===== config.mk =====
export PLATFORM = sky130hd
export DESIGN_NAME = control_unit_p
export DESIGN_NICKNAME = d
export VERILOG_FILES = /design/src/rtl/ctrl_pkg.sv /design/src/rtl/ctrl_ir.sv /design/src/rtl/control_unit_p.sv
export SDC_FILE = /design/constraint.sdc
export NUM_CORES = 1
export LEC_CHECK = 0
export ABC_CLOCK_PERIOD_IN_PS = 1800
export CORE_MARGIN = 1.5
export CORE_UTILIZATION = 35
export CTS_CLUSTER_DIAMETER = 80
export CTS_CLUSTER_SIZE = 30
export DETAILED_ROUTE_END_ITERATION = 10
export PLACE_DENSITY_LB_ADDON = 0.2
export SETUP_SLACK_MARGIN = 0.1
export SYNTH_ARGS = -nofsm -noshare
export SYNTH_HDL_FRONTEND = slang
export SYNTH_SLANG_ARGS = --single-unit
export TNS_END_PERCENT = 50

===== constraint.sdc =====
create_clock -name clk -period 1.8 [get_ports clk]
set_input_delay 0.36 -clock clk [delete_from_list [all_inputs] [get_ports clk]]
set_output_delay 0.36 -clock clk [all_outputs]
set_load 0.01 [all_outputs]

===== src/rtl/ctrl_pkg.sv =====
// Shared types and encodings for the multi-cycle control unit:
// FSM states, opcode classes, ALU/PC control codes and error codes.
package ctrl_pkg;

  typedef enum logic [3:0] {
    ST_IDLE     = 4'd0,
    ST_FETCH    = 4'd1,
    ST_WAIT_INS = 4'd2,
    ST_DECODE   = 4'd3,
    ST_EXEC     = 4'd4,
    ST_WAIT_ALU = 4'd5,
    ST_WB       = 4'd6,
    ST_PC_UPD   = 4'd7,
    ST_HALT     = 4'd8
  } state_e;

  typedef enum logic [2:0] {
    CLS_NOP  = 3'd0,
    CLS_LDI  = 3'd1,
    CLS_JMP  = 3'd2,
    CLS_JZ   = 3'd3,
    CLS_HALT = 3'd4,
    CLS_ALU  = 3'd5,
    CLS_ILL  = 3'd6
  } op_class_e;

  localparam logic [3:0] OP_NOP  = 4'h0;
  localparam logic [3:0] OP_LDI  = 4'h1;
  localparam logic [3:0] OP_JMP  = 4'h2;
  localparam logic [3:0] OP_JZ   = 4'h3;
  localparam logic [3:0] OP_HALT = 4'h4;

  localparam logic [2:0] ALU_PASS_B = 3'b000;

  localparam logic [1:0] PC_INC   = 2'b00;
  localparam logic [1:0] PC_LOAD  = 2'b01;
  localparam logic [1:0] PC_CLEAR = 2'b10;
  localparam logic [1:0] PC_HOLD  = 2'b11;

  localparam logic [1:0] ERR_NONE    = 2'b00;
  localparam logic [1:0] ERR_ILLEGAL = 2'b01;
  localparam logic [1:0] ERR_TIMEOUT = 2'b10;

  // Any nonzero bit above the low nibble makes the opcode illegal.
  function automatic op_class_e classify_op(input logic [3:0] op_lo, input logic hi_zero);
    op_class_e cls;
    if (!hi_zero) begin
      cls = CLS_ILL;
    end else if (op_lo[3]) begin
      cls = CLS_ALU;
    end else begin
      case (op_lo)
        OP_NOP:  cls = CLS_NOP;
        OP_LDI:  cls = CLS_LDI;
        OP_JMP:  cls = CLS_JMP;
        OP_JZ:   cls = CLS_JZ;
        OP_HALT: cls = CLS_HALT;
        default: cls = CLS_ILL;
      endcase
    end
    return cls;
  endfunction

endpackage


===== src/rtl/ctrl_ir.sv =====
// Instruction register with load enable and synchronous reset; splits the
// held word into opcode, rd, rs and offset fields.
module ctrl_ir #(
  parameter int DWIDTH = 16,
  parameter int OPW    = 4,
  parameter int RDW    = 2,
  parameter int AWIDTH = 8
) (
  input  logic              clk_i,
  input  logic              rst_i,
  input  logic              load_i,
  input  logic [DWIDTH-1:0] ins_i,
  output logic [DWIDTH-1:0] ir_o,
  output logic [OPW-1:0]    opcode_o,
  output logic [RDW-1:0]    rd_o,
  output logic [RDW-1:0]    rs_o,
  output logic [AWIDTH-1:0] offset_o
);

  logic [DWIDTH-1:0] ir_d;
  logic [DWIDTH-1:0] ir_q;

  always_comb begin
    ir_d = ir_q;
    if (load_i) begin
      ir_d = ins_i;
    end else begin
      ir_d = ir_q;
    end
  end

  always_ff @(posedge clk_i) begin
    if (rst_i) begin
      ir_q <= {DWIDTH{1'b0}};
    end else begin
      ir_q <= ir_d;
    end
  end

  assign ir_o     = ir_q;
  assign opcode_o = ir_q[DWIDTH-1 -: OPW];
  assign rd_o     = ir_q[DWIDTH-OPW-1 -: RDW];
  assign rs_o     = ir_q[DWIDTH-OPW-RDW-1 -: RDW];
  assign offset_o = ir_q[AWIDTH-1:0];

endmodule


===== src/rtl/control_unit_p.sv =====
// Multi-cycle instruction sequencer: fetch/decode/execute FSM with memory and
// ALU wait handshakes, a shared watchdog, zero-flag branching and sticky errors.
module control_unit_p
  import ctrl_pkg::*;
#(
  parameter int DWIDTH  = 16,
  parameter int OPW     = 4,
  parameter int NREG    = 4,
  parameter int AWIDTH  = 8,
  parameter int TIMEOUT = 16
) (
  input  logic              clk,
  input  logic              rst,
  input  logic              en,
  input  logic [DWIDTH-1:0] ins,
  input  logic              ins_valid,
  input  logic              alu_done,
  input  logic              alu_zero,
  output logic              fetch_req,
  output logic              group_pulse,
  output logic              pc_pulse,
  output logic [1:0]        pc_ctrl,
  output logic [NREG-1:0]   reg_en,
  output logic [2:0]        alu_func,
  output logic              alu_in_sel,
  output logic [AWIDTH-1:0] offset_addr,
  output logic [DWIDTH-1:0] ir_out,
  output logic              halted,
  output logic [1:0]        err_code
);

  localparam int RDW = $clog2(NREG);
  localparam int WDW = $clog2(TIMEOUT);
  localparam logic [WDW-1:0]  WDOG_LAST = WDW'(TIMEOUT - 1);
  localparam logic [NREG-1:0] REG_ONE   = NREG'(1);

  state_e            state_q, state_d;
  logic [WDW-1:0]    wdog_q, wdog_d;
  logic              zero_q, zero_d;
  logic [1:0]        err_q, err_d;

  logic              ir_load_s;
  logic [DWIDTH-1:0] ir_s;
  logic [OPW-1:0]    opcode_s;
  logic [RDW-1:0]    rd_s;
  logic [RDW-1:0]    rs_unused_s;
  logic [AWIDTH-1:0] offset_s;
  logic              op_hi_zero_s;
  op_class_e         op_cls_s;
  logic              waiting_s;
  logic              wdog_last_s;

  ctrl_ir #(
    .DWIDTH (DWIDTH),
    .OPW    (OPW),
    .RDW    (RDW),
    .AWIDTH (AWIDTH)
  ) u_ir (
    .clk_i    (clk),
    .rst_i    (rst),
    .load_i   (ir_load_s),
    .ins_i    (ins),
    .ir_o     (ir_s),
    .opcode_o (opcode_s),
    .rd_o     (rd_s),
    .rs_o     (rs_unused_s),
    .offset_o (offset_s)
  );

  assign ir_load_s    = (state_q == ST_WAIT_INS) && ins_valid;
  assign op_hi_zero_s = ((opcode_s >> 3'd4) == {OPW{1'b0}});
  assign op_cls_s     = classify_op(opcode_s[3:0], op_hi_zero_s);
  assign waiting_s    = (state_q == ST_WAIT_INS) || (state_q == ST_WAIT_ALU);
  assign wdog_last_s  = (wdog_q == WDOG_LAST);

  always_ff @(posedge clk) begin
    if (rst) begin
      state_q <= ST_IDLE;
    end else begin
      state_q <= state_d;
    end
  end

  // A handshake arriving on the last permitted wait cycle beats the watchdog.
  always_comb begin
    state_d = state_q;
    case (state_q)
      ST_IDLE: begin
        if (en) state_d = ST_FETCH;
        else    state_d = ST_IDLE;
      end
      ST_FETCH: state_d = ST_WAIT_INS;
      ST_WAIT_INS: begin
        if (ins_valid)        state_d = ST_DECODE;
        else if (wdog_last_s) state_d = ST_HALT;
        else                  state_d = ST_WAIT_INS;
      end
      ST_DECODE: begin
        case (op_cls_s)
          CLS_NOP, CLS_JMP, CLS_JZ: state_d = ST_PC_UPD;
          CLS_LDI, CLS_ALU:         state_d = ST_EXEC;
          default:                  state_d = ST_HALT;
        endcase
      end
      ST_EXEC: state_d = ST_WAIT_ALU;
      ST_WAIT_ALU: begin
        if (alu_done)         state_d = ST_WB;
        else if (wdog_last_s) state_d = ST_HALT;
        else                  state_d = ST_WAIT_ALU;
      end
      ST_WB: state_d = ST_PC_UPD;
      ST_PC_UPD: begin
        if (en) state_d = ST_FETCH;
        else    state_d = ST_IDLE;
      end
      ST_HALT: state_d = ST_HALT;
      default: state_d = ST_IDLE;
    endcase
  end

  always_comb begin
    wdog_d = {WDW{1'b0}};
    zero_d = zero_q;
    err_d  = err_q;
    if (waiting_s) begin
      wdog_d = wdog_q + {{(WDW-1){1'b0}}, 1'b1};
    end else begin
      wdog_d = {WDW{1'b0}};
    end
    if ((state_q == ST_WAIT_ALU) && alu_done) begin
      zero_d = alu_zero;
    end else begin
      zero_d = zero_q;
    end
    // Only the first error is recorded.
    if (err_q != ERR_NONE) begin
      err_d = err_q;
    end else if ((state_q == ST_DECODE) && (op_cls_s == CLS_ILL)) begin
      err_d = ERR_ILLEGAL;
    end else if ((state_q == ST_WAIT_INS) && !ins_valid && wdog_last_s) begin
      err_d = ERR_TIMEOUT;
    end else if ((state_q == ST_WAIT_ALU) && !alu_done && wdog_last_s) begin
      err_d = ERR_TIMEOUT;
    end else begin
      err_d = err_q;
    end
  end

  always_ff @(posedge clk) begin
    if (rst) begin
      wdog_q <= {WDW{1'b0}};
      zero_q <= 1'b0;
      err_q  <= ERR_NONE;
    end else begin
      wdog_q <= wdog_d;
      zero_q <= zero_d;
      err_q  <= err_d;
    end
  end

  always_comb begin
    fetch_req   = (state_q == ST_FETCH);
    group_pulse = (state_q == ST_EXEC);
    pc_pulse    = (state_q == ST_PC_UPD);
    halted      = (state_q == ST_HALT);
    reg_en      = {NREG{1'b0}};
    if (state_q == ST_WB) begin
      reg_en = REG_ONE << rd_s;
    end else begin
      reg_en = {NREG{1'b0}};
    end
    alu_func   = ALU_PASS_B;
    alu_in_sel = 1'b0;
    pc_ctrl    = PC_INC;
    case (op_cls_s)
      CLS_ALU: alu_func   = opcode_s[2:0];
      CLS_LDI: alu_in_sel = 1'b1;
      CLS_JMP: pc_ctrl    = PC_LOAD;
      CLS_JZ: begin
        if (zero_q) pc_ctrl = PC_LOAD;
        else        pc_ctrl = PC_INC;
      end
      default: begin
        alu_func   = ALU_PASS_B;
        alu_in_sel = 1'b0;
        pc_ctrl    = PC_INC;
      end
    endcase
  end

  assign offset_addr = offset_s;
  assign ir_out      = ir_s;
  assign err_code    = err_q;

endmodule

**Yosys cells after proc, flatten, opt, wreduce, memory -nomap -nowiden**

Index checks and enable logic that the tools add are counted.

- Register bits after elaboration: 27
- Bits of input ports: 22
- Output and inout port bits: 40
- Logic and storage cells: 64

- $add $sub $neg: 1
- Equal/unequal tests: 18
- Shifts and indexed selects: 1
- Multiplexer cells: 17
- Bitwise logic cells: 2
- Reduce and logical (&&, ||, !) cells: 20

Operators with widths:

| operator | count |
|---|---|
| $pmux W4 S8 | 1 |
| $eq A4 B3 Y1 const B | 5 |
| $mux W4 | 5 |
| $eq A4 B2 Y1 const B | 4 |
| $pmux W3 S5 | 1 |
| $eq A4 B1 Y1 const B | 2 |
| $eq A4 B4 Y1 const B | 2 |
| $logic_not A4 Y1 | 2 |
| $pmux W4 S2 | 1 |
| $logic_and A1 B1 Y1 | 7 |
| $eq A3 B2 Y1 const B | 2 |
| $eq A3 B3 Y1 const B | 2 |
| $mux W2 | 3 |
| $mux W3 | 2 |
| $reduce_or A2 Y1 | 3 |
| $add A4 B1 Y4 const B | 1 |
| $shl A1 B2 Y4 const A | 1 |
| $eq A3 B1 Y1 const B | 1 |
| $logic_not A3 Y1 | 1 |
| $mux W1 | 3 |
| $reduce_bool A3 Y1 | 1 |
| $reduce_or A3 Y1 | 1 |
| $logic_not A1 Y1 | 2 |
| $not A1 Y1 | 2 |
| other kinds (4) | 4 |

**Depth between registers and ports, before layout**

Gate-level depths: netlist (run 1).

- Depth after elaboration: 7
- Depth in mapped cells: 7
- Gate-level depth less buffers: 5

**By module**

Synthesis (run 1) repeated with hierarchy kept, for this count alone.

- Cell total of the unflattened synthesis: 163
- Area total of the unflattened synthesis: 1413.9 µm²

Modules (own cells, without submodules):

| module | instances | cells each | area each (µm²) | seq. area each (µm²) |
|---|---|---|---|---|
| control_unit_p | 1 | 95 | 713.2 | 220.2 |
| ctrl_ir | 1 | 68 | 700.7 | 320.3 |

**Worst setup path after synthesis (run 1)**

Ideal clock, no wire load.

- Path type: reg-to-output
- Start point: register state_q[3]
- End point: output reg_en[0]
- Arrival: 1079 ps
- Data required time: 1440 ps
- Path slack: 361 ps
- Cell stages (with the launch flop): 4
- Path buffers: 1
- Path through: dfxtp_1 buf_4 nand2b_1 nor4_1

- Cells in the longest elaborated chain, start to end: 2

RTL lines:

| what | line | text |
|---|---|---|
| start, declared | control_unit_p.sv:37 | `state_e state_q, state_d;` |
| start signal, assigned | control_unit_p.sv:80 | `state_q <= state_d;` |
| $eq A4 B3 Y1 | control_unit_p.sv:167 | `if (state_q == ST_WB) begin` |
| $mux W4 | control_unit_p.sv:167 |  |
| end, declared | control_unit_p.sv:23 | `output logic [NREG-1:0] reg_en,` |

No other way between the ends.

**Worst setup path in the final report (run 1)**

- Start point: register state_q[0]
- End point: output fetch_req

- Cells in the longest elaborated chain, start to end: 1

RTL lines:

| what | line | text |
|---|---|---|
| $eq A4 B1 Y1 | control_unit_p.sv:162 | `fetch_req = (state_q == ST_FETCH);` |
| end, declared | control_unit_p.sv:19 | `output logic fetch_req,` |

No other way between the ends.

==> metrics.cfg, run 1 <==
[setup_path]
worst_path_largest_cell_delay_ns=0.38
crit_type=flop to primary output
path_cells=buf_4, nand2b_1, nor3_1, dlygate4sd2_1
endpoint_kind=primary output
arrival_ns=1.30
worstSetupStartpointType=flop
r2r-start=state_q[2]
reg2reg_setup_slack_ns=0.38
path_max_fanout=7
rr_worst_depth=5
cp_slowest_cell=dfxtp_2
required_ns=1.44
r2r-end=state_q[0]

[sta]
post-route-min-period_ns=1.66
worst_clock_skew_ns=0.00485
maxSlewViolCount=0
fmax_mhz=601
hold_viol=0
min_period_over_period=0.924
rsz0062_at_grt=yes
fin_setup_tns_ns=0
hold_slack_ns=0.453
setup_violations=0

[logic_synthesis]
synth-async-reset-ratio=0
yosys.area.top_type=dfxtp_1
ys_top_cells_by_area=dfxtp_1, nand2_1, a21oi_1
ys_warn_count=0
synth_simple_gate_area_frac=0.302
netlist.area_leader.share=0.391
synth.distinct_cells=41
synth_xor_area_frac=0.0127
synth.avg_cell_area_um2=8.09
synth_top_family_by_area=simple AND/OR/NAND/NOR gates
synth-compound-area-share=0.148
synth-edff-count=0
yosys_register_bits=27
synth-seq-area-share=0.391
syn_area_mm2=0.00138
synth.net_count=194
synthAdderAreaFrac=0.00904
synthMuxAreaShare=0.0145
synth_ff_type=dfxtp_1
synthCells=171

[hold_path]
holdPathEnd=wdog_q[0]
holdPathStages=1
hp-start=wdog_q[0]
hold_path_class=flop to flop

[placement]
io_buffers=60
hpwl_um=2640
dpl-instance-area_mm2=0.00201
gp_congestion=0.906

[detailed_routing]
firstDrtPassIters=4
vias=1281
drtIter0Drc=90
wl_per_cell_um=12.0
routed_wl_um=3350
drt-vias-per-instance=4.58
drcViolationCount=0
ant_nets=0

[clocking]
clk_pin_slew_worst_paths_ns=0.09
clk_path_buf_depth=2
cts.htree.levels=1
cts_root_buf=clkbuf_8
cts.sinks=27
insertion_delay_ns=0.27
ctsHoldBuffers=0
cts_buffers=3
post-cts-setup-buffers=0
cts_tree=yes

[global_route]
antenna_found_initial=0
grt.total_usage=0.162
overflow=0
grt_max_degree=17
grt_pass1_vias=1241
grt_first_pass_wirelength_um=5550

[floorplan]
io_pins=62
start_util=0.372
die_w_um=65.9
dieArea_mm2=0.00434
rows=22
die_h_um=65.9
core-area_mm2=0.00372

[finish]
finalCoreUtilization=0.559
antenna_cells=0
finalNetCount=256
fillCellCount=382
register_area_um2=553
drive_above_1_share=0.177
multi_input_area_um2=698
fin_area_mm2=0.00208
syn2layout_area_growth_pct=50.0

[power]
power.density_mw_per_mm2=973
finalPower_w=0.00202
p_leak_nw=0.815
ir_drop_uv=536

[run]
maxCapViolCount=0

[run_status]
status=finished clean

## routing by layer
| metal | vias to the layer above | GRT usage | wire [µm] |
|---|---|---|---|
| met3 | 2 | 0.0375 | 205 |
| met2 | 36 | 0.266 | 1540 |
| li1 | 676 | - | - |
| met5 | - | 0 | 0 |
| met1 | 567 | 0.214 | 1590 |
| met4 | 0 | 0.0391 | 20 |
## stage by stage
stage               worst slack, ns  instances
floorplan                     0.361        171
global placement             0.0581        276
detailed placement           0.0188        276
CTS                          0.0843        280
global route                 0.0447        280
finish                        0.137        280
## how the worst max path moves through the flow
stage / from / endpoint / slack (ns) / depth (start not counted)
after floorplan: state_q[3] / reg_en[0] / 0.36 / 3
after global placement: state_q[1] / reg_en[2] / 0.06 / 4
after detailed placement: state_q[1] / reg_en[3] / 0.02 / 4
after CTS: u_ir.ir_o[15] / alu_func[0] / 0.08 / 2
after global routing: u_ir.ir_o[12] / alu_in_sel / 0.04 / 3
final: state_q[0] / fetch_req / 0.14 / 4
## logic make-up (layout without fill, tap and decap cells)
kind of cell | count (synthesis) | after routing
other | 1 | 1
muxes | 2 | 2
buffers and inverters | 23 | 84
DFF | 27 | 27
xor gates and xnor gates | 2 | 2
adders and majority gates | 1 | 1
AOI/OAI and AO/OA | 31 | 31
and+or+nand+nor | 84 | 84
## cell usage in the layout (no fill, tap or decap), types with 2 or more instances in the layout
| cell | synthesis | layout |
|---|---|---|
| dfxtp_1 | 27 | 21 |
| buf_4 | 10 | 16 |
| nor3b_1 | 2 | 2 |
| and2_1 | 3 | 3 |
| o31a_1 | 2 | 2 |
| dfxtp_2 | 0 | 4 |
| dlygate4sd2_1 | 0 | 7 |
| nand2b_4 | 1 | 2 |
| mux2i_1 | 2 | 2 |
| dfxtp_4 | 0 | 2 |
| nand2_1 | 37 | 37 |
| o21a_1 | 3 | 3 |
| clkbuf_2 | 1 | 2 |
| a21oi_1 | 19 | 19 |
| inv_1 | 4 | 4 |
| nand3_1 | 5 | 5 |
| o21ai_0 | 2 | 2 |
| clkbuf_8 | 0 | 3 |
| nor2_1 | 12 | 11 |
| and3_1 | 2 | 2 |
| clkdlybuf4s50_1 | 0 | 47 |
| nand2b_1 | 4 | 3 |
| nor3_1 | 6 | 6 |
| nor2b_1 | 3 | 3 |
## final cells by class
class	count	area share
clock buffers	3	0.0199
multi-input cells	121	0.336
inverters	4	0.00723
clock inverters	1	0.00362
repair buffers	76	0.338
flip-flops and latches	27	0.266
well taps	48	0.0289
## synth_stat cells, types with 3 or more instances
master and instances:
buf_6 3, o21a_1 3, nor3_1 6, nand3_1 5, nor2b_1 3, buf_4 10, dfxtp_1 27, and2_1 3
nand2_1 37, nor2_1 12, inv_1 4, nand2b_1 4, a21oi_1 19
## timing repair
item,4_1_cts,5_1_grt
setup endpoints to repair,14,9
resized for setup,31,6
pin swaps,1,0
## sequential cells by signal (all words and copies together) (netlist names)
name,cells
state_q,4
zero_q,1
err_code,2
wdog_q,4
u_ir.ir_o,16
## report_power, final
group	switching [W]	internal, W	total [W]
Combinational	0.000395	0.000493	0.000889
Sequential	0.000100	0.000691	0.000791
Clock	0.000183	0.000157	0.000340
Total	0.000679	0.00134	0.00202
## critical path, delay by kind of cell (launching register included)
family        cells  cell delay (ns)
simple gates      2             0.21
buf+inv           2             0.44
flops             1             0.38
Power figures use the tool's default switching activity.
==> run 2: changes to the inputs <==
- ABC_AREA: not set -> 1
- SLEW_MARGIN: not set -> 10
==> run 2 against run 1 <==
Critical path depth decreased by 1. Sequential share of layout area rose by 1.8 points. Worst setup slack better by 0.038 ns. First-iteration DRC count shrank 46%. Clock-buffer cell count unchanged. Power shrank 24%. Clock skew down 0.0034 ns. Critical path type unchanged. Critical endpoint is now alu_func[2]. Largest cell class unchanged. Largest power group is now sequential cells. Highest routed layer unchanged.
==> metrics.cfg, run 2 <==
[run_status]
status=finished clean

[clocking]
cts_buffers=3  ; unchanged
cts_root_buf=clkbuf_8
cts_resized=28  ; -9.7%
clk_path_buf_depth=2  ; unchanged
cts.sinks=27  ; unchanged
cts.htree.levels=1  ; unchanged
ctsHoldBuffers=0  ; unchanged
post-cts-setup-buffers=0  ; unchanged
cts_tree=yes
insertion_delay_ns=0.27  ; about the same
clk_pin_slew_worst_paths_ns=0.09  ; about the same

[logic_synthesis]
ys_warn_count=0  ; unchanged
synth-async-reset-ratio=0  ; unchanged
synth-seq-area-share=0.412  ; +0.0212
synth-edff-count=0  ; unchanged
netlist.area_leader.share=0.412  ; +0.0212
synth.distinct_cells=25  ; -39%
synth.net_count=208  ; +7.2%
synth_common_cells=nand2_1, dfxtp_1, nor2_1
ys_top_cells_by_area=dfxtp_1, nand2_1, a21oi_1
synth_most_common_cell=nand2_1
yosys.area.top_type=dfxtp_1
synthCells=185  ; +8.2%
yosys_register_bits=27  ; unchanged
synth.avg_cell_area_um2=7.09  ; -12%
syn_area_mm2=0.00131  ; -5.2%
synth_ff_type=dfxtp_1

[sta]
maxSlewViolCount=0  ; unchanged
min_period_over_period=0.903  ; -0.0212
setup_violations=0  ; unchanged
hold_slack_ns=0.452  ; -0.000686 ns
fin_setup_tns_ns=0  ; unchanged
worst_slack_ns=0.175  ; +0.0381 ns
fmax_mhz=615  ; +2.3%
hold_viol=0  ; unchanged
worst_clock_skew_ns=0.00150  ; -0.00335 ns
post-route-min-period_ns=1.63  ; -0.0381 ns
rsz0062_at_grt=yes

[finish]
fillCellCount=364  ; -4.7%
mostFrequentLayoutCell=clkdlybuf4s50_1
finalCoreUtilization=0.529  ; -0.0300
largest_register_ffs=16  ; unchanged
finalNetCount=262  ; +2.3%
antenna_cells=0  ; unchanged
layout_common_cells=clkdlybuf4s50_1, nand2_1, inv_1, dfxtp_1, nor2_1
drive_above_1_share=0.118  ; -0.0591
syn2layout_area_growth_pct=46.3
stdcell_count=286  ; +2.1%

[run]
maxCapViolCount=0  ; unchanged

[global_route]
grt_pass1_vias=1176  ; -5.2%
grt_first_pass_wirelength_um=5000  ; -10%
grt_max_degree=24  ; +7
grt.total_usage=0.149  ; -0.0131
overflow=0  ; unchanged
antenna_found_initial=0  ; unchanged

[floorplan]
core-area_mm2=0.00363  ; -2.2%
rows=22  ; unchanged
io_pins=62  ; unchanged
start_util=0.361  ; -0.0112
die_w_um=64.2  ; -2.5%
die_h_um=64.2  ; -2.5%
dieArea_mm2=0.00413  ; -4.9%

[placement]
hpwl_um=2310  ; -12%
dp_cells=282  ; +2.2%
io_buffers=60  ; unchanged
pre_cts_slack_ns=0.0222  ; +0.00336 ns
gp_congestion=0.830  ; -8.4%

[setup_path]
endpoint_kind=primary output
path_max_fanout=6  ; -1
arrival_ns=1.27  ; -0.03 ns
cp_slowest_cell=clkdlybuf4s50_1
path_cells=nand2_1, inv_1, clkdlybuf4s50_1
worstSetupStartpointType=flop
worst_path_largest_cell_delay_ns=0.52  ; +0.14 ns
crit_type=flop to primary output
required_ns=1.44  ; about the same

[power]
pwr-share-comb=0.313  ; -0.127
p_int_w=0.00105  ; -22%
power_switching_w=0.000495  ; -27%
p_sw_frac=0.321  ; -0.0154
p_leak_nw=0.795  ; -2.5%
ir_drop_uv=320  ; -40%
sequentialPowerShare=0.467  ; +0.075
power.density_mw_per_mm2=803  ; -17%
clockPowerShare=0.220  ; +0.052

[detailed_routing]
firstDrtPassIters=4  ; unchanged
drcViolationCount=0  ; unchanged
drt-vias-per-instance=4.52  ; -1.2%
drtIter0Drc=49  ; -46%
ant_nets=0  ; unchanged
wl_per_cell_um=10.5  ; -12%
vias=1293  ; +0.94%
routed_wl_um=3010  ; -10%

[hold_path]
hold_path_class=flop to flop

==> run 2: changes by cell type in the layout (fill, tap and decap cells not counted), moves of 4 or more <==
cell / delta
inv_1: +18
buf_4: -12
nand3_1: +11
nor2_1: +9
o21ai_0: +6
nand2_1: -4
==> run 2: through the flow <==
stage	total power, W	cell area, µm²
after detailed placement	0.00122	1890
final	0.00154	1920
after CTS	0.00156	1920
after global routing	0.00164	1920
after global placement	0.00121	1890
after floorplan	0.00102	1310
==> run 2: per-layer routing <==
layer  vias to the layer above  part of all wire  GRT usage  wire [µm]
met5                         -                 0          0          0
met4                         0            0.0056     0.0532         17
met3                         2             0.054     0.0246        164
met2                        42              0.47      0.258       1410
met1                       563              0.47      0.186       1420
li1                        686                 -          -          -
==> run 2: cell type report <==
type | instances | area, µm² | area share
repair buffers | 64 | 599 | 0.312
flip-flops and latches | 27 | 547 | 0.285
inverters | 22 | 82.6 | 0.0430
multi-input cells | 121 | 586 | 0.305
clock buffers | 3 | 41.3 | 0.0215
clock inverters | 1 | 5.00 | 0.00261
well taps | 48 | 60.1 | 0.0313
==> run 2: power groups by stage <==
stage / clock network, W / logic [W] / registers (W)
3_5_place_dp: 0 / 0.000493 / 0.000723
5_1_grt: 0.000377 / 0.000534 / 0.000731
4_1_cts: 0.000355 / 0.000488 / 0.000717
3_3_place_gp: 0 / 0.000491 / 0.000723
6_report: 0.000339 / 0.000483 / 0.000720
2_1_floorplan: 0 / 0.000284 / 0.000732
==> run 2: worst paths after layout <==
| path | startpoint | endpoint | slack, ns | depth (start not counted) |
|---|---|---|---|---|
| max | u_ir.ir_o[15] | alu_func[2] | 0.17 | 3 |
| max reg2reg | wdog_q[0] | state_q[1] | 0.50 | 6 |
| min reg2reg | wdog_q[0] | wdog_q[0] | 0.45 | 1 |
| min | wdog_q[0] | wdog_q[0] | 0.45 | 1 |
==> run 2: worst max-delay path, delay by kind of cell (launching register included) <==
family / cells / cell delay (ns)
buffers and inverters: 2 / 0.56
flip-flops: 1 / 0.38
AND/OR/NAND/NOR: 1 / 0.06
==> run 2: logic make-up after synthesis <==
kind of cell    Yosys count  synth area share
xor+xnor                  1           0.00667
flops                    27             0.412
buf+inv                  37             0.150
compound gates           33             0.134
fa+ha+maj                 1           0.00953
other cells               1           0.00286
simple gates             85             0.285
==> run 3: changes to the inputs <==
- ABC_AREA: 1 -> not set
==> results of run 3 <==
Final layout, timing and power as in run 1 (identical DEF).
